`src/rtl/muldiv_seq.sv`:
```
// Iterative multiply/divide sequencer owning the HI/LO pair: shift-add multiply and
// restoring divide at one bit per cycle. Optional signed ops: define MULDIV_SIGNED_EN.
module muldiv_seq #(
    parameter int WIDTH = 32
) (
    input  logic             CLK,
    input  logic             RST,
    input  logic             start,
    input  logic [1:0]       op,
    input  logic [WIDTH-1:0] rs,
    input  logic [WIDTH-1:0] rt,
    input  logic             hi_we,
    input  logic             lo_we,
    input  logic [WIDTH-1:0] wdata,
    input  logic             mf_req,
    output logic             busy,
    output logic             done,
    output logic             stall,
    output logic [WIDTH-1:0] hi,
    output logic [WIDTH-1:0] lo
);

    localparam int CW = (WIDTH > 1) ? $clog2(WIDTH) : 1;

    typedef enum logic [1:0] {
        S_IDLE = 2'd0,
        S_CALC = 2'd1,
        S_FIX  = 2'd2
    } state_t;

    state_t             r_state;
    state_t             w_next;
    logic [CW-1:0]      r_cnt;
    logic               r_is_div;
    logic [WIDTH-1:0]   r_opnd;      // multiplicand (mul) or divisor (div)
    logic [2*WIDTH-1:0] r_acc;       // {upper product, multiplier} or {remainder, quotient}
    logic [WIDTH-1:0]   r_hi;
    logic [WIDTH-1:0]   r_lo;
    logic               r_done;

    logic [WIDTH-1:0]   w_mag_a;
    logic [WIDTH-1:0]   w_mag_b;
    logic [WIDTH:0]     w_mul_sum;
    logic [2*WIDTH-1:0] w_mul_acc;
    logic [WIDTH:0]     w_rem_sh;
    logic               w_div_ge;
    logic [WIDTH-1:0]   w_rem_sub;
    logic [2*WIDTH-1:0] w_div_acc;
    logic [WIDTH-1:0]   w_res_hi;
    logic [WIDTH-1:0]   w_res_lo;

`ifdef MULDIV_SIGNED_EN
    logic r_neg_q;
    logic r_neg_r;
    logic w_sa;
    logic w_sb;

    assign w_sa    = op[0] & rs[WIDTH-1];
    assign w_sb    = op[0] & rt[WIDTH-1];
    assign w_mag_a = w_sa ? ('0 - rs) : rs;
    assign w_mag_b = w_sb ? ('0 - rt) : rt;
`else
    logic w_unused_op0;

    assign w_unused_op0 = op[0];
    assign w_mag_a      = rs;
    assign w_mag_b      = rt;
`endif

    assign w_mul_sum = {1'b0, r_acc[2*WIDTH-1:WIDTH]} + {1'b0, (r_acc[0] ? r_opnd : '0)};
    assign w_mul_acc = {w_mul_sum, r_acc[WIDTH-1:1]};

    // Remainder stays below the divisor, so a WIDTH-bit modular subtract is exact when taken.
    assign w_rem_sh  = {r_acc[2*WIDTH-1:WIDTH], r_acc[WIDTH-1]};
    assign w_div_ge  = (w_rem_sh >= {1'b0, r_opnd});
    assign w_rem_sub = w_rem_sh[WIDTH-1:0] - r_opnd;
    assign w_div_acc = {(w_div_ge ? w_rem_sub : w_rem_sh[WIDTH-1:0]), r_acc[WIDTH-2:0], w_div_ge};

    always_comb begin
        w_res_hi = r_acc[2*WIDTH-1:WIDTH];
        w_res_lo = r_acc[WIDTH-1:0];
`ifdef MULDIV_SIGNED_EN
        if (r_is_div) begin
            if (r_neg_q) w_res_lo = '0 - r_acc[WIDTH-1:0];
            if (r_neg_r) w_res_hi = '0 - r_acc[2*WIDTH-1:WIDTH];
        end else if (r_neg_q) begin
            {w_res_hi, w_res_lo} = '0 - r_acc;
        end
`endif
    end

    always_ff @(posedge CLK or negedge RST) begin
        if (!RST) r_state <= S_IDLE;
        else      r_state <= w_next;
    end

    always_comb begin
        w_next = r_state;
        case (r_state)
            S_IDLE:  if (start) w_next = S_CALC;
            S_CALC:  if (r_cnt == '0) w_next = S_FIX;
            S_FIX:   w_next = S_IDLE;
            default: w_next = S_IDLE;
        endcase
    end

    always_comb begin
        busy  = (r_state != S_IDLE);
        stall = mf_req & (busy | start);
    end

    always_ff @(posedge CLK or negedge RST) begin
        if (!RST) begin
            r_cnt    <= '0;
            r_is_div <= 1'b0;
            r_opnd   <= '0;
            r_acc    <= '0;
            r_hi     <= '0;
            r_lo     <= '0;
            r_done   <= 1'b0;
`ifdef MULDIV_SIGNED_EN
            r_neg_q  <= 1'b0;
            r_neg_r  <= 1'b0;
`endif
        end else begin
            r_done <= (r_state == S_FIX);
            case (r_state)
                S_IDLE: begin
                    if (hi_we) r_hi <= wdata;
                    if (lo_we) r_lo <= wdata;
                    if (start) begin
                        r_is_div <= op[1];
                        r_cnt    <= CW'(WIDTH - 1);
                        r_opnd   <= op[1] ? w_mag_b : w_mag_a;
                        r_acc    <= {{WIDTH{1'b0}}, (op[1] ? w_mag_a : w_mag_b)};
`ifdef MULDIV_SIGNED_EN
                        r_neg_q  <= w_sa ^ w_sb;
                        r_neg_r  <= w_sa;
`endif
                    end
                end
                S_CALC: begin
                    r_cnt <= r_cnt - 1'b1;
                    r_acc <= r_is_div ? w_div_acc : w_mul_acc;
                end
                S_FIX: begin
                    r_hi <= w_res_hi;
                    r_lo <= w_res_lo;
                end
                default: ;
            endcase
        end
    end

    assign done = r_done;
    assign hi   = r_hi;
    assign lo   = r_lo;

endmodule

```
`config.mk`:
```
export PLATFORM = sky130hd
export DESIGN_NAME = muldiv_seq
export DESIGN_NICKNAME = d
export VERILOG_FILES = /design/src/rtl/muldiv_seq.sv
export SDC_FILE = /design/constraint.sdc
export NUM_CORES = 1
export LEC_CHECK = 0
export BUFFER_PORTS_ARGS = -buffer_cell sky130_fd_sc_hd__buf_4
export CELL_PAD_IN_SITES_DETAIL_PLACEMENT = 1
export CELL_PAD_IN_SITES_GLOBAL_PLACEMENT = 2
export CORE_MARGIN = 1
export CORE_UTILIZATION = 28
export CTS_BUF_LIST = sky130_fd_sc_hd__clkbuf_8
export CTS_CLUSTER_SIZE = 14
export DETAILED_ROUTE_END_ITERATION = 16
export GPL_ROUTABILITY_DRIVEN = 0
export HOLD_SLACK_MARGIN = 0.1
export PLACE_DENSITY = 0.64
export SETUP_SLACK_MARGIN = 0.02
export SYNTH_ARGS = -nofsm -noshare
export SYNTH_HDL_FRONTEND = slang
export SYNTH_SLANG_ARGS = --single-unit
```
`constraint.sdc`:
```
create_clock -name CLK -period 7 [get_ports CLK]
set_input_delay 0.7 -clock CLK [delete_from_list [all_inputs] [get_ports CLK]]
set_output_delay 0.7 -clock CLK [all_outputs]
set_load 0.01 [all_outputs]
```
After elaboration in Yosys (flattened, before gate mapping)
Cells that the tools add are included.
Word-level totals
  register bits after elaboration: 169
  ROM bits: 0
  memories kept: 0
  bits in latches: 0
  memory bits (writable): 0
Operators by class
  bitwise logic cells: 2
  add/subtract/negate cells: 3
  $lt $le $gt $ge: 1
  div/mod/pow operators: 0
  reductions and logical operators: 10
  equality and inequality tests: 6
  mux-type cells: 16
  shifts and indexed selects: 0
  multipliers: 0
Operator list (count)
  $mux 32: 6
  $mux 64: 2
  $pmux 32 s2: 2
  $pmux 64 s2: 1
  $add 32x32->33: 1
  $ge 33x32->1: 1
  $sub 32x32->32: 1
  $pmux 5 s2: 1
  $reduce_and 2->1: 5
  $ne 2x2->1 const B: 4
  $reduce_bool 2->1: 3
  $logic_not 5->1: 1
  $mux 5: 1
  $sub 5x1->5 const B: 1
  $mux 2: 2
  $pmux 2 s2: 1
  $eq 2x1->1 const B: 1
  $eq 2x2->1 const B: 1
  $logic_not 2->1: 1
  $and 1x1->1: 1
  $or 1x1->1: 1

Longest topological paths before layout
  depth after elaboration: 4
  gate-level depth with buffers: 16
  gate-level depth less buffers: 14

Worst setup path after synthesis
Ideal clock, no wire load.
  path type: flip-flop to flip-flop
  start point: register r_acc[57]
  end point: register r_acc[53]
  stages on the path, launching flop included: 15
  data arrival time: 3191 ps
  setup slack: 3686 ps
  buffers on the path: 3
  path through: dfrtp_1 ha_1 buf_6 a21o_1 a21o_1 a21o_1 a21o_1 a211o_1 a2111oi_2 o41a_1 buf_6 buf_8 mux2_2 a211oi_1 nor2_1
Between the ends
  cells in the longest elaborated chain, start to end: 4
Ends and longest elaborated chain
  from (decl): line 36  | logic [2*WIDTH-1:0] r_acc;
  from (signal assigned): line 135  | r_acc <= {{WIDTH{1'b0}}, (op[1] ? w_mag_a : w_mag_b)};
  from (signal assigned): line 144  | r_acc <= r_is_div ? w_div_acc : w_mul_acc;
  $ge 33x32->1: line 75  | assign w_div_ge = (w_rem_sh >= {1'b0, r_opnd});
  $mux 32: line 77  | assign w_div_acc = {(w_div_ge ? w_rem_sub : w_rem_sh[WIDTH-1:0]), r_acc[WIDTH-2:0], w_div_ge};
  $mux 64: line 144
  $pmux 64 s2: line 127  | case (r_state)
No other way between the ends.
A chain may end at the register's enable or synchronous reset.

Final worst setup path
  start point: register r_acc[0]
  end point: register r_acc[63]
Between the ends
  cells in the longest elaborated chain, start to end: 4
Ends and longest elaborated chain
  $mux 32: line 70  | assign w_mul_sum = {1'b0, r_acc[2*WIDTH-1:WIDTH]} + {1'b0, (r_acc[0] ? r_opnd : '0)};
  $add 32x32->33: line 70
  $mux 64: line 144
  $pmux 64 s2: line 127
No other way between the ends.

==> metrics.md <==
| Metric | Value |
|---|---|
| Largest net degree at the start of global routing | 65 |
| Overall routed net length | 42.5 mm |
| Port bufs | roughly 170 |
| Core Util, Final | roughly a third |
| Core Rows | 74 |
| Core Area | between 0.04 and 0.05 sq mm |
| Crit-path max FO | 35 |
| WL/cell | ~21 um |
| H-Tree Depth | 4 |
| Max VDD drop | between 0.2 and 0.25 mV |
| Max Cap Viol | 0 |
| Die ar. | ~0.043 sq mm |
| Worst-Skew Late Latency | 0.51 ns |
| Status | complete, no violations |
| Yosys warns | 0 |
| Final period utilization | a little under two thirds |
| Clk pwr share | 9.2% |
| Final hold vios | 0 |
| First-pass DRT Iterations | 5 |
| Min Hold Slack | 0.141 ns |
| Tot Pwr | 8.10 mW |
| CTS resizes | 0 |
| Final Max Slew Viols | 0 |
| Overflow left after global routing | 0 |
| ANT nets after route | 0 |
| Number of diodes | 0 |
| Power Dens Cells | 581 mW/mm^2 |
| Ys flop type | dfrtp_1 |
| Final clock skew | between 0.015 and 0.02 ns |
| Crit start category | register |
| DR iter-0 viols | 638 |
| Area Growth Syn to Fin | 18.2% |
| DR DRC count | 0 |
| I/O pin count | 171 |
| Element type at the critical path end | register |
| Switch share | between 40% and 50% |
| Worst-path clk slew | 0.10 ns |
| Postcts setup bufs | 0 |
| Die width | around 210 um |
| Synth cell types | 60 |
| Setup tns final | 0 ns |
| FMAX | ~220 MHz |
| RSZ-0062 raised after global routing | no |
| Fin crit period | 4.47 ns |
| Via/cell ratio | between 5 and 6 |
| Initial Utilization | ~29% |
| Syn avg cell area | 8.69 sq um |
| Slew at the pin closest to its max-slew limit | ~1.1 ns |
| Synth area leaders | dfrtp_1 36%, mux2i_1 8.7%, a21oi_1 7.1%, ha_1 7.0%, nand2_1 4.6% |
| Worst setup path class | register to register |
| Worst EP required | around 7.4 ns |
| Crit-path slowest cell | o21ai_0 |
| Arrival @ worst endpoint | 4.90 ns |
| Synth Cell Area | 0.0118 sq mm |
| Hold buffers post-CTS | 0 |
| CTS buffer count | 17 |
| Post-synthesis async set-or-reset flop share | between 90% and 100% |
| Mapped Cells | between 1000 and 1500 |
| Post-synthesis sequential area ratio | 35.9% |
| Crit-path most repeated cell | o21ai_0 |
| All-Layer GR Usage | 20.2% |
| Share of cells above drive strength 1 | about 16% |
| NetSw | 3.98 mW |
| Synth top area share | 35.9% |
| Final nets | ~1600 |
| First-pass GRT wire length | about 67 mm |
| # setup viols final | 0 |
| Largest area contributor in the netlist | dfrtp_1 |
| Critical-path cell list | buf_4 > and2_1 > ha_1 > inv_1 > fa_1 > nor2b_1 > o31ai_1 > a21oi_1 > o21ai_0 > o21ai_0 > a41oi_1 > o21ai_0 > a221o_1 > a211oi_1 > nor3_1 |
| Clock Tree Buf Depth | 2 |
| CTS tree | done |
| DIE HEIGHT | between 200 and 250 um |
| Vias in the first global route | approximately 11000 |
| Initial antenna violation count | 1 |
| Clock Sink Count | 169 |
| Sequential power share | 25.9% |
| Root Buffer Master | clkbuf_8 |
| Number of synthesized flops with an enable pin | 0 |
| Syn_nets | between 1500 and 2000 |
| Slew margin rel. | 26.2% |
| Worst hold path type | input port to asynchronous set/reset pin |
| Final setup margin | between 2 and 3 ns |
| Worst path max stage delay | between 0.6 and 0.7 ns |
| Dpl ws | 2.50 ns |
| Register bit total from synthesis | 169 |
| Leakage | roughly 6.7 nW |
| Post-DP HPWL | 31.7 mm |
| Logic pwr share | 64.8% |
| Routed vias | roughly 11000 |
| Internal power | about 4 mW |
## layout by cell type (no fill, tap or decap), drive strengths merged, types with 6 or more instances in the layout
cell type,netlist,final
buf,14,183
dfrtp,169,169
a21oi,167,167
nand2,146,146
o21ai,111,111
mux2i,103,103
nor2,68,68
ha,66,66
inv,53,58
a21o,45,45
nor2b,37,37
and2,34,34
o221ai,33,33
xnor2,29,29
xor2,23,23
nand3,22,22
clkbuf,71,19
o21bai,15,15
a211oi,13,13
nor3,13,13
o211ai,12,12
nand4,11,11
nand2b,11,11
o21a,9,9
and3,9,9
mux2,9,9
a221o,6,6
## cells by family after synthesis
kind of cell | Yosys count | synth area share [%]
mux | 112 | 9.61
simple gates | 360 | 14.3
fa+ha+maj | 68 | 7.34
flops | 169 | 35.9
buf+inv | 138 | 4.75
compound gates | 458 | 24.3
xor+xnor | 52 | 3.86
## cells in the mapped netlist (all sizes together), types with 33 or more instances
master,n
a21o,45
a21oi,167
and2,34
clkbuf,71
dfrtp,169
ha,66
inv,53
mux2i,103
nand2,146
nor2,68
nor2b,37
o21ai,111
o221ai,33
## per-layer routing
layer / part of all wire (%) / global-route usage, % / wire length (um)
met3: 2.5 / 3.02 / 1080
met2: 45 / 31.4 / 19100
met1: 51 / 29.1 / 21700
met4: 1.5 / 5.28 / 636
met5: 0.019 / 0 / 8
## state kept, by name, indices dropped and copies added, names as in the netlist
register	count
r_state	2
r_is_div	1
done	1
lo	32
r_acc	64
r_cnt	5
r_opnd	32
hi	32
## worst max-delay path, delay by kind of cell, from the launching register on
kind	cells	cell delay, ns
compound gates	8	2.41
buf+inv	2	0.42
flops	1	0.34
simple gates	3	0.63
fa+ha+maj	2	0.60
## path summary, 6_finish.rpt
path                            slack [ns]  cells past startpoint     start         end
worst max-delay path                  2.53                     15  r_acc[0]   r_acc[63]
worst min-delay path                  0.14                      1       RST       lo[8]
worst max register to register        2.53                     15  r_acc[0]   r_acc[63]
worst min register to register        0.49                      2     lo[9]       lo[9]
max in group asynchronous             5.58                      2       RST  r_opnd[23]
min in group CLK                      0.49                      2     lo[9]       lo[9]
## cell type report
cell class	count	area (sq um)
clock buffers	18	248
well taps	532	666
repair buffers	184	1390
multi-input cells	1050	7050
clock inverters	14	148
flip-flops and latches	169	4230
fillers	4863	27300
inverters	53	199
## per-stage QoR
stage / instances / instance area [sq um]
after global placement: 1988 / 13500
final: 2020 / 13900
after floorplan: 1357 / 11800
after CTS: 2020 / 13900
after global routing: 2020 / 13900
after detailed placement: 1988 / 13500
## power by group through the flow
stage	logic, mW	clock network (mW)	registers, mW
after floorplan	3.83	0	1.90
after global placement	5.20	0	2.12
after detailed placement	5.26	0	2.13
after CTS	5.29	0.786	2.11
after global routing	5.89	0.818	2.18
final	5.25	0.746	2.10
Note: power is estimated with default switching activity, not from simulation.
